`src/rtl/seg7_pkg.sv`:
```
// Shared constants for the 7-segment display blocks: active-low segment
// patterns {g,f,e,d,c,b,a}, the all-off anode value and the digit-state encoding.
package seg7_pkg;

    localparam logic [6:0] SEG_0   = 7'b1000000;
    localparam logic [6:0] SEG_1   = 7'b1111001;
    localparam logic [6:0] SEG_2   = 7'b0100100;
    localparam logic [6:0] SEG_3   = 7'b0110000;
    localparam logic [6:0] SEG_4   = 7'b0011001;
    localparam logic [6:0] SEG_5   = 7'b0010010;
    localparam logic [6:0] SEG_6   = 7'b0000010;
    localparam logic [6:0] SEG_7   = 7'b1111000;
    localparam logic [6:0] SEG_8   = 7'b0000000;
    localparam logic [6:0] SEG_9   = 7'b0010000;
    localparam logic [6:0] SEG_A   = 7'b0001000;
    localparam logic [6:0] SEG_B   = 7'b0000011;
    localparam logic [6:0] SEG_C   = 7'b1000110;
    localparam logic [6:0] SEG_D   = 7'b0100001;
    localparam logic [6:0] SEG_E   = 7'b0000110;
    localparam logic [6:0] SEG_F   = 7'b0001110;
    localparam logic [6:0] SEG_OFF = 7'h7F;

    localparam logic [3:0] AN_OFF  = 4'hF;

    typedef enum logic [1:0] {
        DIG0 = 2'd0,
        DIG1 = 2'd1,
        DIG2 = 2'd2,
        DIG3 = 2'd3
    } dig_e;

endpackage

```
`src/rtl/hex_to_7seg.sv`:
```
// Combinational hex nibble to active-low 7-segment pattern {g,f,e,d,c,b,a}.
module hex_to_7seg
    import seg7_pkg::*;
(
    input  logic [3:0] nib_i,
    output logic [6:0] seg_o
);

    always_comb begin
        seg_o = SEG_OFF;
        unique case (nib_i)
            4'h0: seg_o = SEG_0;
            4'h1: seg_o = SEG_1;
            4'h2: seg_o = SEG_2;
            4'h3: seg_o = SEG_3;
            4'h4: seg_o = SEG_4;
            4'h5: seg_o = SEG_5;
            4'h6: seg_o = SEG_6;
            4'h7: seg_o = SEG_7;
            4'h8: seg_o = SEG_8;
            4'h9: seg_o = SEG_9;
            4'hA: seg_o = SEG_A;
            4'hB: seg_o = SEG_B;
            4'hC: seg_o = SEG_C;
            4'hD: seg_o = SEG_D;
            4'hE: seg_o = SEG_E;
            4'hF: seg_o = SEG_F;
        endcase
    end

endmodule

```
`src/rtl/seg7_scan_driver.sv`:
```
// Scans a 16-bit hex value onto a 4-digit common-anode display, one digit per
// prescaler period, with a per-scan shadow copy, leading-zero blanking and DPs.
module seg7_scan_driver
    import seg7_pkg::*;
#(
    parameter int unsigned REFRESH_DIV = 100000,
    parameter int unsigned CNT_W       = 17
) (
    input  logic        clk,
    input  logic        rst,
    input  logic [15:0] value,
    input  logic        en,
    input  logic        blank_lz,
    input  logic [3:0]  dp_en,
    output logic [3:0]  an,
    output logic [6:0]  seg,
    output logic        dp
);

    localparam logic [CNT_W-1:0] PRESC_MAX = CNT_W'(REFRESH_DIV - 1);

    logic [CNT_W-1:0] presc_q, presc_d;
    dig_e             dig_q, dig_d;
    logic [15:0]      shadow_q, shadow_d;
    logic [3:0]       an_q, an_d;
    logic [6:0]       seg_q, seg_d;
    logic             dp_q, dp_d;

    logic             tick;
    logic [3:0]       nib;
    logic [6:0]       nib_seg;
    logic [3:0]       an_sel;
    logic             blanked;
    logic             dp_req;
    logic             lit;

    assign tick = (presc_q == PRESC_MAX);

    always_comb begin
        presc_d  = tick ? '0 : presc_q + CNT_W'(1);
        dig_d    = dig_q;
        shadow_d = shadow_q;
        if (tick) begin
            unique case (dig_q)
                DIG0: dig_d = DIG1;
                DIG1: dig_d = DIG2;
                DIG2: dig_d = DIG3;
                DIG3: begin
                    dig_d    = DIG0;
                    shadow_d = value;
                end
            endcase
        end
    end

    // Digit k blanks only when it and every more-significant nibble are zero.
    always_comb begin
        nib     = '0;
        an_sel  = AN_OFF;
        blanked = 1'b0;
        dp_req  = 1'b0;
        unique case (dig_q)
            DIG0: begin
                nib    = shadow_q[3:0];
                an_sel = 4'b1110;
                dp_req = dp_en[0];
            end
            DIG1: begin
                nib     = shadow_q[7:4];
                an_sel  = 4'b1101;
                blanked = blank_lz && (shadow_q[15:4] == '0);
                dp_req  = dp_en[1];
            end
            DIG2: begin
                nib     = shadow_q[11:8];
                an_sel  = 4'b1011;
                blanked = blank_lz && (shadow_q[15:8] == '0);
                dp_req  = dp_en[2];
            end
            DIG3: begin
                nib     = shadow_q[15:12];
                an_sel  = 4'b0111;
                blanked = blank_lz && (shadow_q[15:12] == '0);
                dp_req  = dp_en[3];
            end
        endcase
    end

    hex_to_7seg u_dec (
        .nib_i (nib),
        .seg_o (nib_seg)
    );

    assign lit  = en && !blanked;
    assign an_d  = lit ? an_sel : AN_OFF;
    assign seg_d = nib_seg;
    assign dp_d  = lit ? ~dp_req : 1'b1;

    always_ff @(posedge clk) begin
        if (rst) begin
            presc_q  <= '0;
            dig_q    <= DIG0;
            shadow_q <= '0;
            an_q     <= AN_OFF;
            seg_q    <= SEG_OFF;
            dp_q     <= 1'b1;
        end else begin
            presc_q  <= presc_d;
            dig_q    <= dig_d;
            shadow_q <= shadow_d;
            an_q     <= an_d;
            seg_q    <= seg_d;
            dp_q     <= dp_d;
        end
    end

    assign an  = an_q;
    assign seg = seg_q;
    assign dp  = dp_q;

endmodule

```
`config.mk`:
```
export PLATFORM = sky130hd
export DESIGN_NAME = seg7_scan_driver
export DESIGN_NICKNAME = d
export VERILOG_FILES = /design/src/rtl/seg7_pkg.sv /design/src/rtl/hex_to_7seg.sv /design/src/rtl/seg7_scan_driver.sv
export SDC_FILE = /design/constraint.sdc
export NUM_CORES = 1
export LEC_CHECK = 0
export BUFFER_PORTS_ARGS = -buffer_cell sky130_fd_sc_hd__clkbuf_2
export CELL_PAD_IN_SITES_DETAIL_PLACEMENT = 0
export CELL_PAD_IN_SITES_GLOBAL_PLACEMENT = 1
export CORE_MARGIN = 2
export CORE_UTILIZATION = 43
export DETAILED_ROUTE_END_ITERATION = 16
export MAX_ROUTING_LAYER = met4
export PLACE_DENSITY = 0.84
export SKIP_CTS_REPAIR_TIMING = 1
export SLEW_MARGIN = 5
export SYNTH_ARGS = -nofsm -noshare
export SYNTH_HDL_FRONTEND = slang
export SYNTH_SLANG_ARGS = --single-unit
```
`constraint.sdc`:
```
create_clock -name clk -period 2.7 [get_ports clk]
set_input_delay 0.54 -clock clk [delete_from_list [all_inputs] [get_ports clk]]
set_output_delay 0.54 -clock clk [all_outputs]
set_load 0.02 [all_outputs]
```
# --- Word level (Yosys, flattened, before mapping) ---
# Memory sizes are Yosys's and may differ from the RTL's. A register that Yosys moved wholly into a read port is not among the register bits.
# Index checks and enable logic that the tools add are counted.
totals:
  romBits: 112
  register_bits: 40
  out_inout_bits: 12
  mem_count: 1
memory_table:
  columns: ["memory", "words", "width", "read_ports", "rd_ports_with_merged_regs", "wr", "line", "source"]
  rows:
  - ["(no name shown)", 16, 7, 1, 1, 0, "hex_to_7seg.sv:11", "unique case (nib_i)"]
classes:
  n_reduce_logical: 12
  mux: 5
  bitwise_logic: 2
  add_sub_neg: 1
  eq_ne: 4
ops:
  columns: ["op", "count"]
  rows:
  - ["4-bit one-hot mux with 4 select lines", 2]
  - ["17-bit by 1-bit adder with 17-bit output (second input constant)", 1]
  - ["17-bit equality test (second input constant)", 1]
  - ["12-bit zero test", 1]
  - ["8-bit zero test", 1]
  - ["2-bit one-hot mux with 4 select lines", 1]
  - ["2-bit equality test (second input constant)", 2]
  - ["1-bit logical AND", 4]
  - ["4-bit zero test", 1]
  - ["1-bit one-hot mux with 4 select lines", 1]
  - ["2-bit OR reduction", 2]
  - ["1-bit one-hot mux with 3 select lines", 1]
  - ["2-bit by 1-bit equality test with 1-bit output (second input constant)", 1]
  - ["2-bit zero test", 1]
  - ["1-bit inverter", 2]
  - ["2-bit AND reduction", 1]
  - ["1-bit zero test", 1]

# --- Depth between registers and ports, before layout ---
# Gate-level depths: netlist of run 1.
depth:
  ltp_word: 7
  depth_mapped: 10
  ltp_nobuf: 9

# --- Hierarchy ---
# From an unflattened synthesis of run 1, not the netlist that was laid out.
hier_totals:
  hier_cells: 251
  area_unflattened_um2: 2434.8
modules_own_cells:
  columns: ["module", "n_inst", "cells_each", "area_each_um2"]
  rows:
  - ["seg7_scan_driver", 1, 219, 2159.6]
  - ["hex_to_7seg", 1, 32, 275.3]

# --- Least setup slack after synthesis of run 1 ---
# OpenSTA, ideal clock, no wires.
synth_timing:
  kind: "register to register"
  from: "register dig_q[0]"
  to: "register seg_q[6], in the netlist seg[6]"
  arrival_time_ns: 1.969
  setup_time_ns: 0.122
  required_time_ns: 2.578
  path_stages_with_launch: 9
  synth_period_minus_slack_ns: 2.091
  path_slack_ns: 0.609
  path_buffers: 1
  cell_sequence: "dfxtp_1 inv_1 ha_1 buf_2 mux2i_1 inv_1 ha_1 mux2_1 a221o_1"
synth_between:
  elab_chain_len: 2
  elab_cells_between_ends: 5
  classes_between: "3 x eq/ne; 1 x mux; 1 x reduce/logical"
synth_lines:
  columns: ["element", "line", "source"]
  rows:
  - ["start: declaration", "seg7_scan_driver.sv:23", "dig_e dig_q, dig_d;"]
  - ["start signal: assignment", "seg7_scan_driver.sv:109", "dig_q <= dig_d;"]
  - ["2-bit equality test (tied with other cells)", "seg7_scan_driver.sv:62", "unique case (dig_q)"]
  - ["4-bit one-hot mux with 4 select lines (*)", "seg7_scan_driver.sv:62", null]
  - ["end: declaration", "seg7_scan_driver.sv:26", "logic [6:0] seg_q, seg_d;"]
# Mark *: on every way between the ends. The rest lies on a longest branch, timed or not.
# A chain may end at the register's enable or synchronous reset.

# --- Worst setup path after layout of run 1 ---
# Same ends and word-level chain as after synthesis.

==> results of run 1 <==
per-layer routing:
layer	GRT usage	vias to the layer above	wire length, µm
met5	-	-	0
met4	0.0804	0	81
met3	0.0376	7	231
li1	-	945	-
met1	0.243	874	2400
met2	0.252	49	2140
kinds of logic (layout without fill, tap and decap cells):
family	after synthesis	in the layout	synth area share
compound gates	43	43	0.130
buf+inv	30	59	0.0595
simple gates	93	93	0.252
xor+xnor	11	11	0.0420
fa+ha+maj	10	10	0.0546
flops	47	47	0.410
mux	11	11	0.0508
power by group through the flow:
stage	combinational (mW)	sequential [mW]	clock (mW)
3_5_place_dp	0.0671	0.724	0
2_1_floorplan	0.0298	0.731	0
3_3_place_gp	0.0666	0.723	0
4_1_cts	0.0675	0.707	0.443
5_1_grt	0.0733	0.709	0.468
6_report	0.0669	0.707	0.426
through the flow:
step	util	worst slack [ns]	total power [mW]	std cells	hold WS (ns)
2_1_floorplan	-	0.609	0.761	245	0.413
3_3_place_gp	0.487	0.414	0.790	337	0.424
3_5_place_dp	0.487	0.266	0.791	337	0.431
4_1_cts	0.504	0.237	1.22	344	0.443
5_1_grt	0.504	0.0478	1.25	344	0.489
6_report	0.504	0.253	1.20	344	0.440
flip-flops by register name (all words and copies together) (netlist names):
signal	count
shadow_q	16
presc_q	17
dp	1
an	4
seg	7
dig_q	2
cell type report:
cell class	count	area, µm²	share of cell area
clock buffers	6	82.6	0.0319
clock inverters	1	5.00	0.00193
inverters	12	45.0	0.0174
multi-input cells	168	1210	0.469
flip-flops and latches	47	941	0.363
well taps	70	87.6	0.0338
repair buffers	40	213	0.0822
how the worst max path moves through the flow:
stage,startpoint,endpoint,slack [ns],cells after the start
6_report,dig_q[0],seg[6],0.25,7
5_1_grt,dig_q[0],seg[6],0.05,7
3_5_place_dp,dig_q[0],seg[6],0.27,7
4_1_cts,dig_q[0],seg[6],0.24,7
2_1_floorplan,dig_q[0],seg[6],0.61,8
3_3_place_gp,dig_q[0],seg[6],0.41,7
cell usage in the layout, fill, tap and decap left out, types with 3 or more instances in the layout:
cell type  synthesis  final
mux2_2             3      3
nand4_1            5      5
nand2_1            7      7
inv_1             12     12
nand4b_1          16     16
and3_1             3      3
o31ai_1            7      7
ha_1              10     10
clkbuf_2           0     35
nand3_1            9      9
xor2_1             9      9
dfxtp_1           47     47
clkbuf_8           0      6
nor2_1            18     18
a222oi_1           5      5
nand2b_1          11     11
o21ai_1           12     12
nor3_1             3      3
nor4b_1            3      3
a21oi_1            4      4
buf_4              4      5
o21ai_0            3      3
mux2i_1            6      6
nor4_1             4      4
worst reg2reg max path: stages, from the launching register on:
cell,delay [ns]
dfxtp_1,0.34
inv_1,0.09
ha_1,0.43
mux2i_1,0.52
inv_1,0.16
ha_1,0.23
mux2_1,0.29
a221o_1,0.29
==> reports/summary.txt, run 1 <==
R2R Setup Slk - 0.25 ns
1st-pass router iterations - 5
Max VDD drop - 0.370 mV
Register area share after synthesis - 0.410
Final hold vios - 0
EDFF count, synth - 0
Io pins - 36
CP Launch Type - flip-flop
Worst path buffer plus inverter count - 2
Fin. max-slew vios - 0
Fmax - 0.409 GHz
RSZ-0062 raised after global routing - false
Fin nets - 308
Most common cell in the synthesized netlist - dfxtp_1
CP max stage delay - 0.52 ns
Max FO, Critical Path - 10
Post-synth top area cell - dfxtp_1
Starting Density - 0.446
Setup TNS - 0 ns
Min Tclk post-route - 2.45 ns
WHS Endpoint - presc_q[0]
Max-cap viol count - 0
Routed Antenna Nets - 0
Flops & latches, synth - 47
Worst endpoint data arrival time - 2.64 ns
Crit-path cells - inv_1, ha_1, mux2i_1, inv_1, ha_1, mux2_1, a221o_1
Power per Cell Area - 464 nW/µm²
Hold depth - 1
GRT overflow - 0
Internal power - 0.935 mW
Worst R2R End - seg[6]
Status - finished, final reports clean
Data required, critical path - 2.90 ns
Crit path max-delay family - multiplexers
Initial DRC count - 172
Synth area leaders - dfxtp_1 41%, nand4b_1 6.1%, ha_1 5.5%, xor2_1 3.4%, nand2b_1 3.0%
Antenna diode count - 0
Cells after Synth - 245
Final period util - 0.906
Placeable core area - 5140 µm²
Vias per cell - 5.45
DRC - 0
Wirelength per Cell - 14.1 µm
Leading register cell type out of synthesis - dfxtp_1
Top cell type's share of synthesized area - 0.410
CTS tree - built
Placed Area - 2500 µm²
Net Sw Frac - 0.221
CP endpoint kind - flip-flop
Least-Margin Pin Slew - 0.674 ns
Design area - 2590 µm²
Initial antenna violation count - 0
Worst Setup Path Type - flip-flop to flip-flop
Worst-path clk slew - 0.08 ns
Worst hold path class - flip-flop to flip-flop
Number of different library cells in the post-synthesis netlist - 43
Crit-path slowest cell - mux2i_1
Share of layout cells above drive strength 1 - 0.193
Final WL - 4860 µm
Syn Nets - 279
Area Overhead vs Synth - 12.9%
Comb pwr share - 0.056
Syn Std Cell Area - 2290 µm²
Psw - 0.265 mW
Mean area per synthesized cell - 9.36 µm²
Worst-Skew Late Latency - 0.30 ns
Sequential share of power - 0.589
Gr usage total - 0.178
Fill count - 523
Synth cell count leaders - 47 x dfxtp_1, 18 x nor2_1, 16 x nand4b_1, 12 x inv_1, 12 x o21ai_1
# rows - 26
Die Wd - 77.0 µm
Leakage - 1.02 nW
First-pass GRT wire length - 8220 µm
Asr flop ratio synth - 0
Max Root-Sink Buffers - 2
H-tree depth - 2
CTS sink cnt - 47
DIE AREA - 5930 µm²
I/O Buffers - 35
FF-to-FF path depth - 7
Final-report setup violation count - 0
Root Buffer Master - clkbuf_8
Die height - 77.0 µm
Slew HR - 0.538
Reg2Reg Launch Point - dig_q[0]
Clock Skews - 0.00331 ns
Routability cong. - 0.842
Dpl hpwl - 3420 µm
Min-delay src - presc_q[0]
DR vias - 1875
Clk pwr share - 0.355
Synthesis Warnings - 0
Vias in the first global route - 1765
CTS Buf Count - 5
Pin count of the biggest net entering global routing - 26
No activity file was read; power rests on OpenSTA's default activity.
==> run 2, diff against run 1 <==
MAX_ROUTING_LAYER = default   (was met4)
==> run 2 against run 1 <==
Compared with the run above: clock power about the same; sequential cell count is the same; power fell by 0.11%; combinational power about the same; sequential share of layout area is the same; fmax increased by 0.34%; wire length fell by 0.16%; clock skew barely moved; core utilization is the same; critical endpoint unchanged.
==> reports/summary.txt, run 2 (same netlist as run 1, synthesis figures left out) <==
Most frequent cells in the layout - 47 x dfxtp_1, 35 x clkbuf_2, 18 x nor2_1 (unchanged)
1st-pass router iterations - 7 (was 5)
I/O Buffers - 35 (unchanged)
GRT overflow - 0 (unchanged)
Status - finished, final reports clean (unchanged)
Leakage - 1.02 nW (unchanged)
Largest register by flop count - presc_q (unchanged)
Worst Setup Path Type - flip-flop to flip-flop (unchanged)
Min Tclk post-route - 2.44 ns (was 2.45 ns)
First-pass GRT wire length - 8230 µm (was 8220 µm)
Io pins - 36 (unchanged)
Starting Density - 0.446 (unchanged)
Max-cap viol count - 0 (unchanged)
DRC - 0 (unchanged)
Top routing layer in use - met4 (unchanged)
Crit-path slowest cell - mux2i_1 (unchanged)
DIE AREA - 5930 µm² (unchanged)
Root Buffer Master - clkbuf_8 (unchanged)
CTS Buf Count - 5 (unchanged)
Initial antenna violation count - 0 (unchanged)
Max Root-Sink Buffers - 2 (unchanged)
CTS sink cnt - 47 (unchanged)
Final WL - 4850 µm (was 4860 µm)
Vias per cell - 5.41 (was 5.45)
Antenna diode count - 0 (unchanged)
Final-report setup violation count - 0 (unchanged)
Routed Antenna Nets - 0 (unchanged)
Crit-path cells - inv_1, ha_1, mux2i_1, inv_1, ha_1, mux2_1, a221o_1 (unchanged)
Placeable core area - 5140 µm² (unchanged)
Worst-Skew Late Latency - 0.30 ns (about the same)
Worst endpoint data arrival time - 2.63 ns (was 2.64 ns)
Routability cong. - 0.830 (was 0.842)
Slew HR - 0.537 (was 0.538)
Fin nets - 308 (unchanged)
Fmax - 0.410 GHz (was 0.409 GHz)
Die Wd - 77.0 µm (unchanged)
CP max stage delay - 0.51 ns (was 0.52 ns)
Max reg flops - 17 (unchanged)
Clock Skews - 0.00327 ns (was 0.00331 ns)
DR vias - 1860 (was 1875)
Dpl hpwl - 3420 µm (unchanged)
Wirelength per Cell - 14.1 µm (about the same)
Share of layout cells above drive strength 1 - 0.193 (unchanged)
Area Overhead vs Synth - 12.9% (unchanged)
Commonest non-fill, non-tap cell in the layout - dfxtp_1 (unchanged)
Power per Cell Area - 463 nW/µm² (was 464 nW/µm²)
CP Launch Type - flip-flop (unchanged)
Max FO, Critical Path - 10 (unchanged)
RSZ-0062 raised after global routing - false (unchanged)
Met1 Routed Length - 2420 µm (was 2400 µm)
Die height - 77.0 µm (unchanged)
Data required, critical path - 2.90 ns (about the same)
Gr usage total - 0.173 (was 0.178)
# rows - 26 (unchanged)
Vias in the first global route - 1765 (unchanged)
WL met2 - 2100 µm (was 2140 µm)
Initial DRC count - 161 (was 172)
H-tree depth - 2 (unchanged)
CP endpoint kind - flip-flop (unchanged)
Final period util - 0.903 (was 0.906)
CTS tree - built (unchanged)
Worst hold path class - flip-flop to flip-flop (unchanged)
Met3 wire length - 240 µm (was 231 µm)
Final hold vios - 0 (unchanged)
Worst-path clk slew - 0.08 ns (about the same)
Setup TNS - 0 ns (unchanged)
Least-Margin Pin Slew - 0.675 ns (was 0.674 ns)
Pin count of the biggest net entering global routing - 26 (unchanged)
Fin. max-slew vios - 0 (unchanged)
Pwr Total - 1.20 mW (about the same)
Max VDD drop - 0.370 mV (about the same)
## run 2: cell counts in the layout (fill, tap and decap cells not counted)
No cell type changed its count.
## run 2: per-stage QoR
stage | hold WS, ns | std cells | util | cell area, µm² | setup WS [ns]
global placement | 0.424 | 337 | 0.487 | 2500 | 0.414
floorplan | 0.413 | 245 | - | 2290 | 0.609
detailed placement | 0.431 | 337 | 0.487 | 2500 | 0.266
global route | 0.489 | 344 | 0.504 | 2590 | 0.0478
CTS | 0.443 | 344 | 0.504 | 2590 | 0.237
finish | 0.439 | 344 | 0.504 | 2590 | 0.261
## run 2: final timing paths
path,from,endpoint,slack (ns),depth (start not counted)
worst min-delay path,presc_q[0],presc_q[0],0.44,1
worst min register to register,presc_q[0],presc_q[0],0.44,1
worst max-delay path,dig_q[0],seg[6],0.26,7
worst max register to register,dig_q[0],seg[6],0.26,7
## run 2: layout make-up
cell class	instances	area, µm²
fill	523	2550
multi-input combinational	168	1210
sequential	47	941
timing repair buffer	40	213
tap	70	87.6
clock buffer	6	82.6
inverter	12	45.0
clock inverter	1	5.00
## run 2: critical path: cells and delay by family, from the launching register on
family	cells	cell delay, ns
flops	1	0.34
buf+inv	2	0.25
fa+ha+maj	2	0.65
compound gates	1	0.29
mux	2	0.80
## run 2: power breakdown
group          internal, mW  total (mW)  leakage, nW  switching, mW
Sequential            0.702       0.707        0.382        0.00441
Clock                 0.201       0.425       0.0470          0.224
Combinational        0.0315      0.0669        0.591         0.0354
## run 2: layer usage
| metal | global-route usage | vias up |
|---|---|---|
| met4 | 0.0804 | 0 |
| li1 | - | 947 |
| met2 | 0.252 | 53 |
| met1 | 0.242 | 851 |
| met5 | 0 | - |
| met3 | 0.0388 | 9 |
